**config.mk**
```make
export PLATFORM = sky130hd
export DESIGN_NAME = kmac_bytepad_decoder
export DESIGN_NICKNAME = d
export VERILOG_FILES = /design/src/rtl/kmac_bytepad_decoder.sv
export SDC_FILE = /design/constraint.sdc
export NUM_CORES = 1
export LEC_CHECK = 0
export CELL_PAD_IN_SITES_DETAIL_PLACEMENT = 1
export CELL_PAD_IN_SITES_GLOBAL_PLACEMENT = 2
export CORE_ASPECT_RATIO = 0.7
export CORE_MARGIN = 4
export CORE_UTILIZATION = 36
export CTS_CLUSTER_SIZE = 30
export DETAILED_ROUTE_END_ITERATION = 12
export GPL_TIMING_DRIVEN = 0
export PLACE_DENSITY = 0.91
export SYNTH_ARGS = -nofsm -noshare
export SYNTH_HDL_FRONTEND = slang
export SYNTH_SLANG_ARGS = --single-unit
```
**constraint.sdc**
```tcl
create_clock -name clk -period 6.01 [get_ports clk]
set_input_delay 1.5025 -clock clk [delete_from_list [all_inputs] [get_ports clk]]
set_output_delay 1.5025 -clock clk [all_outputs]
set_load 0.01 [all_outputs]
```
**src/rtl/kmac_bytepad_decoder.sv**
```systemverilog
// Parses bytepad(encode_string(S), w) framing: checks w, decodes len(S), streams S, eats pad.
// Build option: define KMAC_PAD_CHECK_EN to require every pad byte to be 0x00.
module kmac_bytepad_decoder #(
  parameter int unsigned RATE_BYTES    = 136,
  parameter int unsigned LEN_BITS      = 16,
  parameter int unsigned MAX_ENC_BYTES = 2
) (
  input  logic                clk,
  input  logic                rst,
  input  logic                start,
  input  logic                in_valid,
  input  logic [7:0]          in_data,
  input  logic                in_last,
  output logic                in_ready,
  output logic                out_valid,
  output logic [7:0]          out_data,
  output logic                out_last,
  input  logic                out_ready,
  output logic [LEN_BITS-1:0] str_bit_len,
  output logic                busy,
  output logic                done,
  output logic [2:0]          err_code
);

  localparam int unsigned CNT_W = (RATE_BYTES > 1) ? $clog2(RATE_BYTES) : 1;
  localparam int unsigned ACC_W = 8 * MAX_ENC_BYTES;
  localparam int unsigned CMP_W = (ACC_W > 17) ? ACC_W : 17;

  localparam logic [2:0] ERR_OK      = 3'd0;
  localparam logic [2:0] ERR_BAD_W   = 3'd1;
  localparam logic [2:0] ERR_BAD_ENC = 3'd2;
  localparam logic [2:0] ERR_ALIGN   = 3'd3;
  localparam logic [2:0] ERR_PAD     = 3'd4;
  localparam logic [2:0] ERR_TRUNC   = 3'd5;

  typedef enum logic [2:0] {
    S_IDLE, S_WN, S_WV, S_LN, S_LV, S_STR, S_PAD, S_FIN
  } state_e;

  state_e              state_q, state_d;
  logic [CNT_W-1:0]    bcnt_q, bcnt_d, bcnt_nxt;
  logic [7:0]          rem_q, rem_d;
  logic [ACC_W-1:0]    acc_q, acc_d, acc_nxt;
  logic [LEN_BITS-1:0] scnt_q, scnt_d;
  logic [LEN_BITS-1:0] len_q, len_d, len_val;
  logic [2:0]          err_q, err_d;
  logic                hs, n_bad, len_ovf, fin_ok;

  assign hs       = in_valid && in_ready;
  assign bcnt_nxt = (bcnt_q == CNT_W'(RATE_BYTES - 1)) ? '0 : bcnt_q + CNT_W'(1);
  assign acc_nxt  = (acc_q << 8) | ACC_W'(in_data);
  assign n_bad    = (in_data == 8'd0) || (32'(in_data) > MAX_ENC_BYTES);
  assign len_ovf  = (CMP_W'(acc_nxt) >> LEN_BITS) != '0;
  assign len_val  = LEN_BITS'(acc_nxt);

  always_ff @(posedge clk or posedge rst) begin
    if (rst) begin
      state_q <= S_IDLE;
      bcnt_q  <= '0;
      rem_q   <= '0;
      acc_q   <= '0;
      scnt_q  <= '0;
      len_q   <= '0;
      err_q   <= ERR_OK;
    end else begin
      state_q <= state_d;
      bcnt_q  <= bcnt_d;
      rem_q   <= rem_d;
      acc_q   <= acc_d;
      scnt_q  <= scnt_d;
      len_q   <= len_d;
      err_q   <= err_d;
    end
  end

  // fin_ok marks the byte that legally closes the frame on the w boundary
  always_comb begin
    state_d = state_q;
    bcnt_d  = bcnt_q;
    rem_d   = rem_q;
    acc_d   = acc_q;
    scnt_d  = scnt_q;
    len_d   = len_q;
    err_d   = err_q;
    fin_ok  = 1'b0;
    if (hs) bcnt_d = bcnt_nxt;
    case (state_q)
      S_IDLE: if (start) begin
        bcnt_d  = '0;
        len_d   = '0;
        err_d   = ERR_OK;
        state_d = S_WN;
      end
      S_WN, S_LN: if (hs) begin
        if (n_bad) begin
          err_d   = ERR_BAD_ENC;
          state_d = S_FIN;
        end else begin
          rem_d   = in_data;
          acc_d   = '0;
          state_d = (state_q == S_WN) ? S_WV : S_LV;
        end
      end
      S_WV: if (hs) begin
        acc_d = acc_nxt;
        rem_d = rem_q - 8'd1;
        if (rem_q == 8'd1) begin
          if (CMP_W'(acc_nxt) != CMP_W'(RATE_BYTES)) begin
            err_d   = ERR_BAD_W;
            state_d = S_FIN;
          end else begin
            state_d = S_LN;
          end
        end
      end
      S_LV: if (hs) begin
        acc_d = acc_nxt;
        rem_d = rem_q - 8'd1;
        if (rem_q == 8'd1) begin
          if (len_ovf) begin
            err_d   = ERR_BAD_ENC;
            state_d = S_FIN;
          end else if (acc_nxt[2:0] != 3'd0) begin
            err_d   = ERR_ALIGN;
            state_d = S_FIN;
          end else begin
            len_d  = len_val;
            scnt_d = len_val >> 3;
            if (len_val != '0) begin
              state_d = S_STR;
            end else if (bcnt_nxt == '0) begin
              fin_ok  = 1'b1;
              state_d = S_FIN;
            end else begin
              state_d = S_PAD;
            end
          end
        end
      end
      S_STR: if (hs) begin
        scnt_d = scnt_q - LEN_BITS'(1);
        if (scnt_q == LEN_BITS'(1)) begin
          if (bcnt_nxt == '0) begin
            fin_ok  = 1'b1;
            state_d = S_FIN;
          end else begin
            state_d = S_PAD;
          end
        end
      end
      S_PAD: if (hs) begin
        if (bcnt_nxt == '0) begin
          fin_ok  = 1'b1;
          state_d = S_FIN;
        end
`ifdef KMAC_PAD_CHECK_EN
        if (in_data != 8'd0) begin
          err_d   = ERR_PAD;
          state_d = S_FIN;
        end
`endif
      end
      S_FIN:   state_d = S_IDLE;
      default: state_d = S_IDLE;
    endcase
    // A premature end of frame overrides whatever else this byte decided
    if (hs && in_last && !fin_ok) begin
      err_d   = ERR_TRUNC;
      len_d   = len_q;
      state_d = S_FIN;
    end
  end

  always_comb begin
    in_ready  = 1'b0;
    out_valid = 1'b0;
    out_data  = 8'd0;
    out_last  = 1'b0;
    busy      = (state_q != S_IDLE);
    done      = (state_q == S_FIN);
    case (state_q)
      S_WN, S_WV, S_LN, S_LV, S_PAD: in_ready = 1'b1;
      S_STR: begin
        out_valid = in_valid;
        out_data  = in_data;
        out_last  = (scnt_q == LEN_BITS'(1));
        in_ready  = out_ready;
      end
      default: in_ready = 1'b0;
    endcase
  end

  assign str_bit_len = len_q;
  assign err_code    = err_q;

endmodule

```
# --- Word level (Yosys, flattened, before mapping) ---
# Cells that the tools add are included.
word_totals:
  register_bits: 62
  in_bits: 14
  output_inout_bits: 32
op_classes:
  n_addsub: 3
  magnitude_cmp: 1
  n_eq_ne: 32
  n_mux: 64
  bitwise: 2
  reduce_logical: 23
ops:
  columns: ["op", "n"]
  rows:
  - ["16-bit two-way mux", 8]
  - ["8-bit two-way mux", 11]
  - ["3-bit two-way mux", 24]
  - ["16-bit case mux with 2 select lines", 2]
  - ["3-bit inequality test, second input constant", 13]
  - ["8-bit case mux with 2 select lines", 2]
  - ["3-bit case mux with 7 select lines", 1]
  - ["10-bit AND reduction", 2]
  - ["16-bit by 1-bit equality test with 1-bit output, second input constant", 1]
  - ["8-bit zero test", 2]
  - ["16-bit by 8-bit inequality test with 1-bit output, second input constant", 1]
  - ["16-bit by 8-bit OR with 16-bit output", 1]
  - ["16-bit nonzero test", 1]
  - ["16-bit by 1-bit subtractor with 16-bit output, second input constant", 1]
  - ["2-bit inequality test, second input constant", 7]
  - ["3-bit equality test, second input constant", 4]
  - ["3-bit case mux with 4 select lines", 1]
  - ["1-bit two-way mux", 11]
  - ["8-bit by 1-bit adder with 8-bit output, second input constant", 1]
  - ["8-bit by 1-bit equality test with 1-bit output, second input constant", 1]
  - ["8-bit equality test, second input constant", 1]
  - ["8-bit by 2-bit greater-than comparator with 1-bit output, second input constant", 1]
  - ["8-bit by 1-bit subtractor with 8-bit output, second input constant", 1]
  - ["3-bit by 2-bit equality test with 1-bit output, second input constant", 2]
  - ["18 further kinds", 25]

# --- Longest topological paths before layout ---
logic_depth:
  word_depth: 13
  mapped_depth: 10
  ltp_nobuf: 8

# --- Worst setup path before layout ---
# No wires, ideal clock.
synth_path:
  kind: "input-to-output"
  startpoint: "in in_data[0]"
  endpoint: "out out_data[0]"
  arrival_ns: 1.943
  required_time_ns: 4.507
  setup_slack_ns: 2.565
  stages: 2
  path_buffers: 1
  path_cell_list: "clkbuf_1 and3_1"
synth_between:
  elab_chain_cells: 1
synth_rtl:
  columns: ["item", "line", "source"]
  rows:
  - ["from (decl)", "12", "input logic [7:0] in_data,"]
  - ["8-bit two-way mux", "181", "case (state_q)"]
  - ["to (decl)", "16", "output logic [7:0] out_data,"]
# No other way between the ends.

# --- Worst setup path in the final report ---
layout_path:
  startpoint: "in in_data[7]"
  endpoint: "out out_data[7]"
# The elaborated chain is that of the path after synthesis.

==> impl_results.md <==
* Status: complete, no violations
* Core area at a little under 10000 µm²
* Worst clock skew at about 0.0045 ns
* IO buf count at 44
* Fin. max-slew vios at 0
* Hold Crit Class: reg -> reg
* CTS clk-pin slew, worst paths at roughly 0.060 ns
* Vias in the first global route at ~3600
* Grt total ovfl at 0
* Setup Fix Bufs, Post-CTS at 0
* Pwr Total at 2.32 mW
* CP most frequent cell: clkdlybuf4s50_1
* Placed insts at 607
* Clock buffer depth at 2
* Mean Syn Cell Area at about 8.4 µm²
* YS warnings at 0
* CP Buf/Inv Count at 2
* Hold Vio Cnt, Final at 0
* Flop pwr share at 32.2%
* Die X at around 130 µm
* Logic pwr share at between 40% and 50%
* Ys flop type: dfrtp_1
* Non-Filler Instances at roughly 620
* Sw Pwr at 0.993 mW
* Sw frac at between 40% and 50%
* Row count at 30
* Initial DRC Count at roughly 290
* Async SR Flop Fraction at 100%
* Total Routing Usage GR at around a fifth
* Num CTS Buffers at 9
* CTS Hold Buffers Added at 0
* Post-Synth Adder-Cell Area at 1.71%
* Worst EP arrival at just over 3 ns
* Most frequent cells in the layout: dfrtp_1, nand2_1, o21ai_0, clkdlybuf4s50_1, nor2_1
* Mux contribution to synthesized area at under 10%
* Final instance area at 4560 µm²
* CTS root buf: clkbuf_16
* Layout area overhead at 24.8%
* Complex-gate fraction of the synthesized area at between 10% and 20%
* PD cells at slightly above 500 nW/µm²
* Worst Setup End Kind: output pin
* Most common cell after layout, fill and taps aside: dfrtp_1
* Internal at 1.33 mW
* Max Cap Violations at 0
* Fmax at roughly 220 MHz
* Area post-placement at 4270 µm²
* Minimum clock period at between 4 and 5 ns
* Placer Congestion at ~0.9
* Post-synth EDFFs at 0
* Reg-to-Reg Start: bcnt_q[4]
* Crit-path slowest cell: clkdlybuf4s50_1
* Antenna violations before repair at 0
* Least-Margin Pin Slew at 0.680 ns
* Worst-Skew Late Latency at around 0.34 ns
* Post-Syn Instances at 434
* Peak VDD IR at 0.000201 V
* Slowest stage delay, CP at between 0.7 and 0.8 ns
* Antenna cells at 0
* Final setup viols at 0
* Slew headroom at a little over half
* Vias per Instance at between 5 and 6
* Xor and xnor fraction of the mapped netlist area at under 10%
* Worst EP required at 4.51 ns
* RSZ-0062 raised after global routing: false
* #FFs+latches synth at 62
* Syn nets at ~450
* Cell family with most CP delay: buffers and inverters
* Synthesized cell area at roughly 3600 µm²
* Share of total power in the clock network at a little over a fifth
* Leakage at approximately 1.9 nW
* Largest family of logic cells by synthesized area: simple AND/OR/NAND/NOR gates
* Cts repair resizes at 0
* Crit-path max FO at 7
* Final WL at between 10 and 15 mm
* Die Ht at 92.2 µm
* CP cell instances: clkdlybuf4s50_1, and3_1, clkdlybuf4s50_1
* Share of layout cells above drive strength 1 at under 10%
* Full die area at 11800 µm²
* Post-Synth Simple-Gate Area at between 20% and 30%
* Setup CP Type: in -> out
* Drt pass-1 iters at 4
* Post-synthesis sequential area ratio at around 43%
* Final nets at 509
* Fin crit share at between 70% and 80%
* CTS tree: done
* First-pass GRT wire length at a little under 20 mm
* Remaining DRCs at 0
* WL/cell at 18.5 µm
* Critical Path Source Type: input pin
* Crit path launch: in_data[7]
* DPL Wire Length at 8.42 mm
* Post-route ant nets at 0
* Max H-tree Level at 3
* Setup TNS at 0 ns
* Largest net degree at the start of global routing at 40
* Min-delay src: str_bit_len[2]
* Clock sink total at 62
* Starting density of the core at between 30% and 40%
* Distinct cells, synth at slightly above 60
* Via count at ~3500
* Top Ports at 46
worst register-to-register path: cells and delay by family (launching register included):
family / cells / cell delay [ns]
AOI/OAI and AO/OA: 2 / 0.49
buffers and inverters: 2 / 0.32
DFF: 1 / 0.42
muxes: 1 / 0.21
and+or+nand+nor: 3 / 0.97
registers in the layout, summed over array words and instances, names as in the netlist:
name         flops
scnt_q          16
rem_q            8
bcnt_q           8
str_bit_len     16
acc_q            8
err_code         3
state_q          3
logic make-up after synthesis:
group | count (synthesis)
and+or+nand+nor | 188
AOI/OAI and AO/OA | 105
DFF | 62
buffers and inverters | 49
muxes | 15
xor gates and xnor gates | 10
adders and majority gates | 5
cells in the mapped netlist, types with 9 or more instances:
cell,n,area (µm²)
a21oi_1,25,125
and3_1,11,68.8
clkbuf_1,16,60.1
dfrtp_1,62,1550
inv_1,25,93.8
mux2i_1,15,150
nand2_1,59,221
nand3_1,14,70.1
nor2_1,43,161
nor3_1,16,80.1
nor4_1,9,56.3
o21ai_0,44,220
metrics by stage:
step | hold WS (ns) | setup slack, ns | utilization, %
2_1_floorplan | 0.469 | 2.56 | -
3_3_place_gp | 0.484 | 1.46 | 43.4
3_5_place_dp | 0.501 | 1.46 | 43.6
4_1_cts | 0.516 | 1.46 | 46.5
5_1_grt | 0.526 | 1.44 | 46.5
6_report | 0.511 | 1.46 | 46.5
worst paths after layout:
path / endpoint / slack (ns) / cells after the start
max: out_data[7] / 1.46 / 3
min: str_bit_len[2] / 0.51 / 1
max reg2reg: str_bit_len[7] / 3.52 / 8
min reg2reg: str_bit_len[2] / 0.51 / 1
max in group asynchronous: scnt_q[0] / 3.85 / 3
min in group asynchronous: str_bit_len[0] / 1.54 / 2
power by group through the flow:
stage	Sequential, mW	Clock [mW]	Combinational (mW)
floorplan	0.729	0	0.668
detailed placement	0.749	0	1.07
CTS	0.747	0.504	1.08
finish	0.749	0.496	1.08
global route	0.775	0.527	1.21
global placement	0.739	0	1.04
routing by layer:
layer / up-vias / track usage, % / part of all wire [%]
li1: 1645 / - / -
met1: 1753 / 30.0 / 49
met2: 71 / 30.5 / 45
met3: 17 / 4.48 / 4.0
met4: 0 / 6.45 / 1.9
met5: - / 0 / 0
layout make-up:
type / count / area (µm²)
inverters: 25 / 93.8
multi-input cells: 323 / 1870
plain buffers: 24 / 130
clock buffers: 10 / 239
fillers: 1176 / 5240
well taps: 128 / 160
clock inverters: 6 / 46.3
flip-flops and latches: 62 / 1550
repair buffers: 45 / 460
No activity file was read; power rests on OpenSTA's default activity.
